<file path="src/rtl/pss_ssb_tracker.sv">
// SSB timing tracker: acquires on a SEARCH detection, then alternates PAUSE and FIND windows around the expected PSS.
// Optional debug ports are enabled with the PSS_SSB_TRACKER_DEBUG_EN macro.
module pss_ssb_tracker #(
    parameter int  SSB_INTERVAL    = 38400,
    parameter int  TRACK_TOLERANCE = 100,
    parameter int  MAX_MISSES      = 3,
    localparam int CNT_DW          = $clog2(SSB_INTERVAL + TRACK_TOLERANCE + 1),
    localparam int MISS_DW         = ($clog2(MAX_MISSES + 1) < 2) ? 2 : $clog2(MAX_MISSES + 1)
) (
    input  logic                     clk_i,
    input  logic                     reset_i,
    input  logic                     s_axis_in_tvalid,
    input  logic [1:0]               N_id_2_i,
    input  logic                     N_id_2_valid_i,
    output logic [1:0]               mode_o,
    output logic [1:0]               requested_N_id_2_o,
    output logic [1:0]               N_id_2_o,
    output logic                     locked_o,
    output logic                     ssb_start_o,
    output logic signed [CNT_DW:0]   timing_err_o,
    output logic [MISS_DW-1:0]       miss_cnt_o
`ifdef PSS_SSB_TRACKER_DEBUG_EN
    ,
    output logic [1:0]               debug_state_o,
    output logic [CNT_DW-1:0]        debug_sample_cnt_o
`endif
);

    localparam logic [1:0] ST_SEARCH = 2'd0;
    localparam logic [1:0] ST_FIND   = 2'd1;
    localparam logic [1:0] ST_PAUSE  = 2'd2;

    localparam logic [CNT_DW-1:0]  CNT_FIND_OPEN = CNT_DW'(SSB_INTERVAL - TRACK_TOLERANCE - 1);
    localparam logic [CNT_DW-1:0]  CNT_TIMEOUT   = CNT_DW'(SSB_INTERVAL + TRACK_TOLERANCE - 1);
    localparam logic [CNT_DW-1:0]  CNT_FREEWHEEL = CNT_DW'(TRACK_TOLERANCE);
    localparam logic [CNT_DW:0]    SSB_EXT       = (CNT_DW + 1)'(SSB_INTERVAL);
    localparam logic [MISS_DW-1:0] MISS_LIMIT    = MISS_DW'(MAX_MISSES);

    logic [1:0]              r_state;
    logic [CNT_DW-1:0]       r_cnt;
    logic [1:0]              r_nid;
    logic                    r_locked;
    logic                    r_ssb_start;
    logic [CNT_DW:0]         r_err;
    logic [MISS_DW-1:0]      r_miss;

    logic [1:0]              w_state_nxt;
    logic [CNT_DW-1:0]       w_cnt_nxt;
    logic [1:0]              w_nid_nxt;
    logic                    w_locked_nxt;
    logic                    w_ssb_nxt;
    logic [CNT_DW:0]         w_err_nxt;
    logic [MISS_DW-1:0]      w_miss_nxt;

    logic [CNT_DW-1:0]       w_cnt_inc;
    logic [CNT_DW:0]         w_err_calc;
    logic [MISS_DW-1:0]      w_miss_inc;

    assign w_cnt_inc  = r_cnt + CNT_DW'(1);
    assign w_err_calc = {1'b0, r_cnt} - SSB_EXT;
    assign w_miss_inc = r_miss + MISS_DW'(1);

    // The counter is held in SEARCH so it never runs past the window end while unused.
    always_comb begin
        w_state_nxt  = r_state;
        w_cnt_nxt    = r_cnt;
        w_nid_nxt    = r_nid;
        w_locked_nxt = r_locked;
        w_ssb_nxt    = 1'b0;
        w_err_nxt    = r_err;
        w_miss_nxt   = r_miss;
        case (r_state)
            ST_SEARCH: begin
                if (N_id_2_valid_i) begin
                    w_nid_nxt   = N_id_2_i;
                    w_cnt_nxt   = '0;
                    w_ssb_nxt   = 1'b1;
                    w_miss_nxt  = '0;
                    w_state_nxt = ST_PAUSE;
                end
            end
            ST_PAUSE: begin
                if (s_axis_in_tvalid) begin
                    w_cnt_nxt = w_cnt_inc;
                    if (r_cnt == CNT_FIND_OPEN) begin
                        w_state_nxt = ST_FIND;
                    end
                end
            end
            ST_FIND: begin
                if (N_id_2_valid_i) begin
                    w_err_nxt    = w_err_calc;
                    w_cnt_nxt    = '0;
                    w_miss_nxt   = '0;
                    w_locked_nxt = 1'b1;
                    w_ssb_nxt    = 1'b1;
                    w_state_nxt  = ST_PAUSE;
                end else if (s_axis_in_tvalid) begin
                    if (r_cnt == CNT_TIMEOUT) begin
                        if (w_miss_inc == MISS_LIMIT) begin
                            w_state_nxt  = ST_SEARCH;
                            w_locked_nxt = 1'b0;
                            w_miss_nxt   = '0;
                            w_cnt_nxt    = '0;
                        end else begin
                            // Nominal PSS position lies TRACK_TOLERANCE samples behind the window end.
                            w_miss_nxt  = w_miss_inc;
                            w_cnt_nxt   = CNT_FREEWHEEL;
                            w_state_nxt = ST_PAUSE;
                        end
                    end else begin
                        w_cnt_nxt = w_cnt_inc;
                    end
                end
            end
            default: begin
                w_state_nxt = ST_SEARCH;
            end
        endcase
    end

    always_ff @(posedge clk_i or posedge reset_i) begin
        if (reset_i) begin
            r_state     <= ST_SEARCH;
            r_cnt       <= '0;
            r_nid       <= '0;
            r_locked    <= 1'b0;
            r_ssb_start <= 1'b0;
            r_err       <= '0;
            r_miss      <= '0;
        end else begin
            r_state     <= w_state_nxt;
            r_cnt       <= w_cnt_nxt;
            r_nid       <= w_nid_nxt;
            r_locked    <= w_locked_nxt;
            r_ssb_start <= w_ssb_nxt;
            r_err       <= w_err_nxt;
            r_miss      <= w_miss_nxt;
        end
    end

    assign mode_o             = r_state;
    assign requested_N_id_2_o = r_nid;
    assign N_id_2_o           = r_nid;
    assign locked_o           = r_locked;
    assign ssb_start_o        = r_ssb_start;
    assign timing_err_o       = $signed(r_err);
    assign miss_cnt_o         = r_miss;

`ifdef PSS_SSB_TRACKER_DEBUG_EN
    assign debug_state_o      = r_state;
    assign debug_sample_cnt_o = r_cnt;
`endif

endmodule

</file>
<file path="config.mk">
export PLATFORM = sky130hd
export DESIGN_NAME = pss_ssb_tracker
export DESIGN_NICKNAME = d
export VERILOG_FILES = /design/src/rtl/pss_ssb_tracker.sv
export SDC_FILE = /design/constraint.sdc
export NUM_CORES = 1
export LEC_CHECK = 0
export ABC_CLOCK_PERIOD_IN_PS = 2600
export CAP_MARGIN = 20
export CORE_MARGIN = 2
export CORE_UTILIZATION = 54
export DETAILED_ROUTE_END_ITERATION = 8
export PLACE_DENSITY = 0.8
export REMOVE_ABC_BUFFERS = 1
export SYNTH_ARGS = -nofsm -noshare
export SYNTH_HDL_FRONTEND = slang
export SYNTH_SLANG_ARGS = --single-unit
</file>
<file path="constraint.sdc">
create_clock -name clk_i -period 2.6 [get_ports clk_i]
set_input_delay 0.39 -clock clk_i [delete_from_list [all_inputs] [get_ports clk_i]]
set_output_delay 0.39 -clock clk_i [all_outputs]
set_load 0.05 [all_outputs]
</file>
==> out/results.tsv, run 1 <==
stage	metric	value	unit
status	outcome	finished clean	
synthesis	yosysUniqueCellTypes	44	
synthesis	netlist.area_leader.share	0.469	
sta	slew_headroom	0.558	
drt	drc	0	
critical_path	cpLargestDelayFamily	simple AND/OR/NAND/NOR gates	
critical_path	cp-end-kind	flip-flop	
critical_path	cp_slowest_cell	or4b_4	
sta	fin_setup_tns	0	ns
synthesis	synth-edff-count	0	
cts	clock_path_buffers	2	
drt	ant_nets	0	
layout	instances_no_fill	310	
sta	period_minus_slack	2.30	ns
critical_path	critPathMaxFanout	6	
synthesis	synth_area_leaders	dfrtp_1 47%, mux2_2 6.7%, ha_1 4.0%	
grt	grt_pass1_wl	7.73	mm
floorplan	die_x	67.7	um
synthesis	ys_top_cells_by_count	41 x dfrtp_1, 22 x nand2_1, 13 x mux2_2	
drt	drt_wl_total	4.71	mm
sta	max_freq	0.435	GHz
power_and_ir_drop	power_density	505	nW/um2
synthesis	synth.most_common_cell	dfrtp_1	
layout	antennaDiodeCount	0	
sta	tightestPinTransition	0.662	ns
cts	cts_setup_buffers	0	
run	drv_cap	0	
power_and_ir_drop	peakVddDrop	0.292	mV
critical_path	crit_buf_inv	0	
layout	layout.nets	272	
grt	overflow	0	
place	dpl.cell_count	302	
synthesis	ys_seq_elements	41	
layout	fill_cells	317	
drt	drtPass1Iterations	4	
min_path	hold_path.class	reg2reg	
synthesis	synth_top_flop_cell	dfrtp_1	
cts	numClockSinks	41	
grt	grt_max_degree	42	
critical_path	worstPathArrival	2.48	ns
grt	antenna_found_initial	0	
cts	cts_resized	0	
power_and_ir_drop	leakage	0.00122	uW
place	gp_congestion	0.935	
drt	num_vias	1796	
floorplan	rows	23	
place	dpl.hpwl	3.38	mm
cts	path_clk_slew	0.08	ns
synthesis	yosys.area.top_type	dfrtp_1	
synthesis	ys_seq_area_frac	0.469	
power_and_ir_drop	totalPowerFinal	1360	uW
critical_path	crit_type	reg2reg	
synthesis	synth_cells	221	
sta	fin_crit_sh	0.884	
synthesis	syn-mean-instance-area	9.90	um2
floorplan	start_util	0.555	
synthesis	netlist_area	2190	um2
sta	clock_skew	0.00743	ns
drt	drt_iter0_drc	97	
cts	htreeDepth	2	
sta	drv_slew	0	
sta	report.final.hold_viol_count	0	
drt	via_per_inst	5.79	
sta	rsz0062_at_grt	no	
cts	cts_hold_buf	0	
drt	wl_per_cell	15.2	um
place	io_buffers	32	
cts	insertion_delay	0.30	ns
floorplan	io-pin-count	33	
floorplan	dieArea	4580	um2
sta	setup_viol	0	
critical_path	path_cells	ha_1 -> or4b_4 -> nor4_4 -> a221o_2 -> nor2_2 -> a22o_1	
cts	cts_tree	done	
synthesis	yosys_warnings	0	
floorplan	die_h	67.7	um
cts	numCtsBuffers	5	
floorplan	core	3940	um2
layout	area_growth	22.6	%
critical_path	critical_path_required	2.78	ns
synthesis	synthArstFlopShare	1.00	
cts	root_buffer	clkbuf_8	
grt	global_route.usage.total	0.230	
critical_path	critPathLaunchType	flip-flop	
critical_path	slowest_delay	0.51	ns
grt	grt_pass1_vias	1639	
layout	drive_above_1_share	0.135	
[registers in the layout, indices dropped and copies added (netlist names)]
signal and flops:
ssb_start_o 1, timing_err_o 17, mode_o 2, locked_o 1, miss_cnt_o 2, r_cnt 16
N_id_2_o 2
[stage by stage]
step | area (um2) | worst slack, ns | utilization | hold slack [ns]
after floorplan | 2150 | 0.144 | - | 0.508
after global placement | 2580 | 0.339 | 0.655 | 0.463
after detailed placement | 2580 | 0.315 | 0.655 | 0.466
after CTS | 2680 | 0.301 | 0.681 | 0.482
after global routing | 2680 | 0.166 | 0.681 | 0.500
final | 2680 | 0.301 | 0.681 | 0.478
[cell usage in the layout (no fill, tap or decap), types with 8 or more instances in the layout]
master	instances
a21oi_1	12
dfrtp_1	41
nand2_1	22
o21ai_1	8
inv_1	12
mux2_2	13
nand3_1	9
clkdlybuf4s50_1	32
nor2_1	10
o21ai_0	10
[worst paths after layout]
path | from | endpoint | slack, ns | cells after the start
min in group asynchronous | reset_i | miss_cnt_o[1] | 0.51 | 3
hold reg to reg | timing_err_o[4] | timing_err_o[4] | 0.48 | 2
setup / recovery | r_cnt[0] | r_cnt[2] | 0.30 | 6
setup reg to reg | r_cnt[0] | r_cnt[2] | 0.30 | 6
hold / removal | timing_err_o[4] | timing_err_o[4] | 0.48 | 2
max in group asynchronous | reset_i | mode_o[0] | 1.73 | 3
[layout make-up]
class | instances | area, um2 | share of cell area
Multi-Input combinational cell | 161 | 1080 | 0.404
Sequential cell | 41 | 1030 | 0.382
Timing Repair Buffer | 38 | 365 | 0.136
Clock buffer | 7 | 96.3 | 0.0359
Tap cell | 50 | 62.6 | 0.0233
Inverter | 12 | 45.0 | 0.0168
Clock inverter | 1 | 5.00 | 0.00186
[where the power goes]
group / internal, uW / switching (uW)
Combinational: 68.5 / 85.5
Clock: 240 / 216
Sequential: 675 / 70.6
Total: 983 / 372
[kinds of logic (layout without fill, tap and decap cells)]
kind of cell / Yosys count / count (layout) / synth area share
compound gates: 58 / 58 / 0.168
xor+xnor: 7 / 7 / 0.0280
fa+ha+maj: 7 / 7 / 0.0400
buf+inv: 19 / 58 / 0.0360
flops: 41 / 41 / 0.469
mux: 14 / 14 / 0.0715
simple gates: 75 / 75 / 0.188
[per-layer routing]
layer | wire length [um] | GRT usage
met5 | 0 | 0
met4 | 99 | 0.107
met3 | 181 | 0.0583
met2 | 2200 | 0.343
met1 | 2230 | 0.314
[worst min-delay path: cells and delay by family, from the launching register on]
kind	cells	cell delay [ns]
DFF	1	0.34
AOI/OAI and AO/OA	1	0.06
and+or+nand+nor	1	0.04
Note: power is estimated with default switching activity, not from simulation.
==> run 2: changes to the inputs <==
--- a/config.mk
+++ b/config.mk
@@ -9,6 +9,7 @@
 export CAP_MARGIN = 20
 export CORE_MARGIN = 2
 export CORE_UTILIZATION = 54
+export CTS_BUF_LIST = sky130_fd_sc_hd__clkbuf_16
 export DETAILED_ROUTE_END_ITERATION = 8
 export PLACE_DENSITY = 0.8
 export REMOVE_ABC_BUFFERS = 1
==> run 2 against run 1 <==
  * Fmax is 0.57% lower
  * Highest routed layer unchanged
  * Global-route usage is 0.61 points higher
  * Clock skew is 0.0041 ns lower
  * Largest power group unchanged
  * Combinational power hardly changed
==> out/results.tsv, run 2 (synthesized netlist as in run 1, its figures left out) <==
stage	metric	value	unit	change
sta	max_freq	0.433	GHz	was 0.435 GHz
power_and_ir_drop	combPwrFrac	0.104		was 0.114
drt	drc	0		unchanged
critical_path	critical_path_required	2.77	ns	was 2.78 ns
sta	report.final.hold_viol_count	0		unchanged
place	io_buffers	32		unchanged
layout	antennaDiodeCount	0		unchanged
drt	drtPass1Iterations	4		unchanged
sta	whs	0.474	ns	was 0.478 ns
sta	period_minus_slack	2.31	ns	was 2.30 ns
critical_path	path_cells	ha_1 -> or4b_4 -> nor4_4 -> o21a_1 -> a21oi_1 -> a31o_1		was ha_1 -> or4b_4 -> nor4_4 -> a221o_2 -> nor2_2 -> a22o_1
place	gp_congestion	0.935		unchanged
sta	fin_setup_tns	0	ns	unchanged
place	dpl.hpwl	3.38	mm	unchanged
grt	grt_max_degree	42		unchanged
layout	regArea	1030	um2	unchanged
power_and_ir_drop	totalPowerFinal	1480	uW	was 1360 uW
cts	cts_hold_buf	0		unchanged
grt	grt_pass1_vias	1651		was 1639
floorplan	io-pin-count	33		unchanged
run	drv_cap	0		unchanged
critical_path	cp_slowest_cell	or4b_4		unchanged
layout	final_common_cell	dfrtp_1		unchanged
layout	stdcell_area	2720	um2	was 2680 um2
critical_path	cp-end-kind	flip-flop		unchanged
grt	overflow	0		unchanged
sta	tightestPinTransition	0.664	ns	was 0.662 ns
power_and_ir_drop	peakVddDrop	0.329	mV	was 0.292 mV
grt	grt_pass1_wl	7.90	mm	was 7.73 mm
cts	insertion_delay	0.28	ns	was 0.30 ns
critical_path	cpLargestDelayFamily	simple AND/OR/NAND/NOR gates		unchanged
power_and_ir_drop	seqPwrFrac	0.506		was 0.550
cts	numClockSinks	41		unchanged
drt	via_per_inst	5.84		was 5.79
sta	clock_skew	0.00332	ns	was 0.00743 ns
critical_path	critPathMaxFanout	6		unchanged
place	dpl.cell_count	302		unchanged
layout	final_cell_mix	41 x dfrtp_1, 32 x clkdlybuf4s50_1, 22 x nand2_1		unchanged
floorplan	dieArea	4580	um2	unchanged
drt	drt_wl_total	4.81	mm	was 4.71 mm
layout	multi_input_area	1080	um2	unchanged
grt	global_route.usage.total	0.236		was 0.230
drt	drt_iter0_drc	91		was 97
min_path	hold_path.class	reg2reg		unchanged
drt	ant_nets	0		unchanged
cts	clock_path_buffers	2		unchanged
cts	path_clk_slew	0.06	ns	was 0.08 ns
floorplan	core	3940	um2	unchanged
power_and_ir_drop	clkPwrFrac	0.391		was 0.336
layout	fill_cells	309		was 317
floorplan	start_util	0.555		unchanged
sta	rsz0062_at_grt	no		unchanged
power_and_ir_drop	p_int	1090	uW	was 983 uW
layout	layout.nets	272		unchanged
cts	cts_tree	done		unchanged
place	place_area	2580	um2	unchanged
layout	largest_reg_flops	17		unchanged
critical_path	slowest_delay	0.51	ns	about the same
floorplan	die_h	67.7	um	unchanged
cts	cts_setup_buffers	0		unchanged
critical_path	crit_type	reg2reg		unchanged
critical_path	critPathLaunchType	flip-flop		unchanged
drt	num_vias	1811		was 1796
layout	drive_above_1_share	0.127		was 0.135
status	outcome	finished clean		unchanged
critical_path	crit_buf_inv	0		unchanged
power_and_ir_drop	p_switching	386	uW	was 372 uW
sta	drv_slew	0		unchanged
floorplan	die_x	67.7	um	unchanged
power_and_ir_drop	power_density	543	nW/um2	was 505 nW/um2
drt	wl_per_cell	15.5	um	was 15.2 um
cts	htreeDepth	2		unchanged
sta	setup_viol	0		unchanged
sta	slew_headroom	0.556		was 0.558
critical_path	worstPathArrival	2.48	ns	about the same
grt	antenna_found_initial	0		unchanged
cts	cts_resized	0		unchanged
sta	fin_crit_sh	0.889		was 0.884
floorplan	rows	23		unchanged
power_and_ir_drop	switching_share	0.261		was 0.274
cts	numCtsBuffers	5		unchanged
power_and_ir_drop	leakage	0.00123	uW	was 0.00122 uW
cts	root_buffer	clkbuf_16		was clkbuf_8
layout	instances_no_fill	310		unchanged
layout	area_growth	24.3	%	was 22.6%
run 2: power groups by stage:
stage / combinational [uW] / clock [uW] / sequential [uW]
after detailed placement: 153 / 0 / 754
after floorplan: 115 / 0 / 733
after global routing: 174 / 611 / 754
final: 153 / 577 / 747
after global placement: 148 / 0 / 753
after CTS: 154 / 591 / 743
run 2: worst reg2reg max path: cells and delay by family, from the launching register on:
family / cells / cell delay (ns)
simple gates: 2 / 0.91
compound gates: 3 / 0.59
flops: 1 / 0.43
fa+ha+maj: 1 / 0.27
run 2: metal layers:
metal / global-route usage / part of all wire / up-vias
met5: 0 / 0 / -
met4: 0.125 / 0.026 / 0
met3: 0.0600 / 0.038 / 11
met2: 0.343 / 0.46 / 47
met1: 0.324 / 0.47 / 877
li1: - / - / 876
run 2: worst paths after layout:
| path | start | cells past startpoint | slack (ns) | end |
|---|---|---|---|---|
| hold / removal | timing_err_o[4] | 2 | 0.47 | timing_err_o[4] |
| setup / recovery | r_cnt[0] | 6 | 0.29 | mode_o[1] |
| hold reg to reg | timing_err_o[4] | 2 | 0.47 | timing_err_o[4] |
| setup reg to reg | r_cnt[0] | 6 | 0.29 | mode_o[1] |
| min in group asynchronous | reset_i | 3 | 0.53 | miss_cnt_o[1] |
| max in group asynchronous | reset_i | 3 | 1.71 | mode_o[0] |
run 2: cell type report:
| type | count | area share |
|---|---|---|
| multi-input combinational | 161 | 0.398 |
| tap | 50 | 0.0230 |
| timing repair buffer | 38 | 0.134 |
| clock buffer | 5 | 0.0460 |
| inverter | 12 | 0.0166 |
| sequential | 41 | 0.377 |
| clock inverter | 3 | 0.00460 |
run 2: through the flow:
stage	setup slack, ns	utilization
floorplan	0.144	-
global placement	0.339	0.655
detailed placement	0.315	0.655
CTS	0.284	0.690
global route	0.150	0.690
finish	0.288	0.690
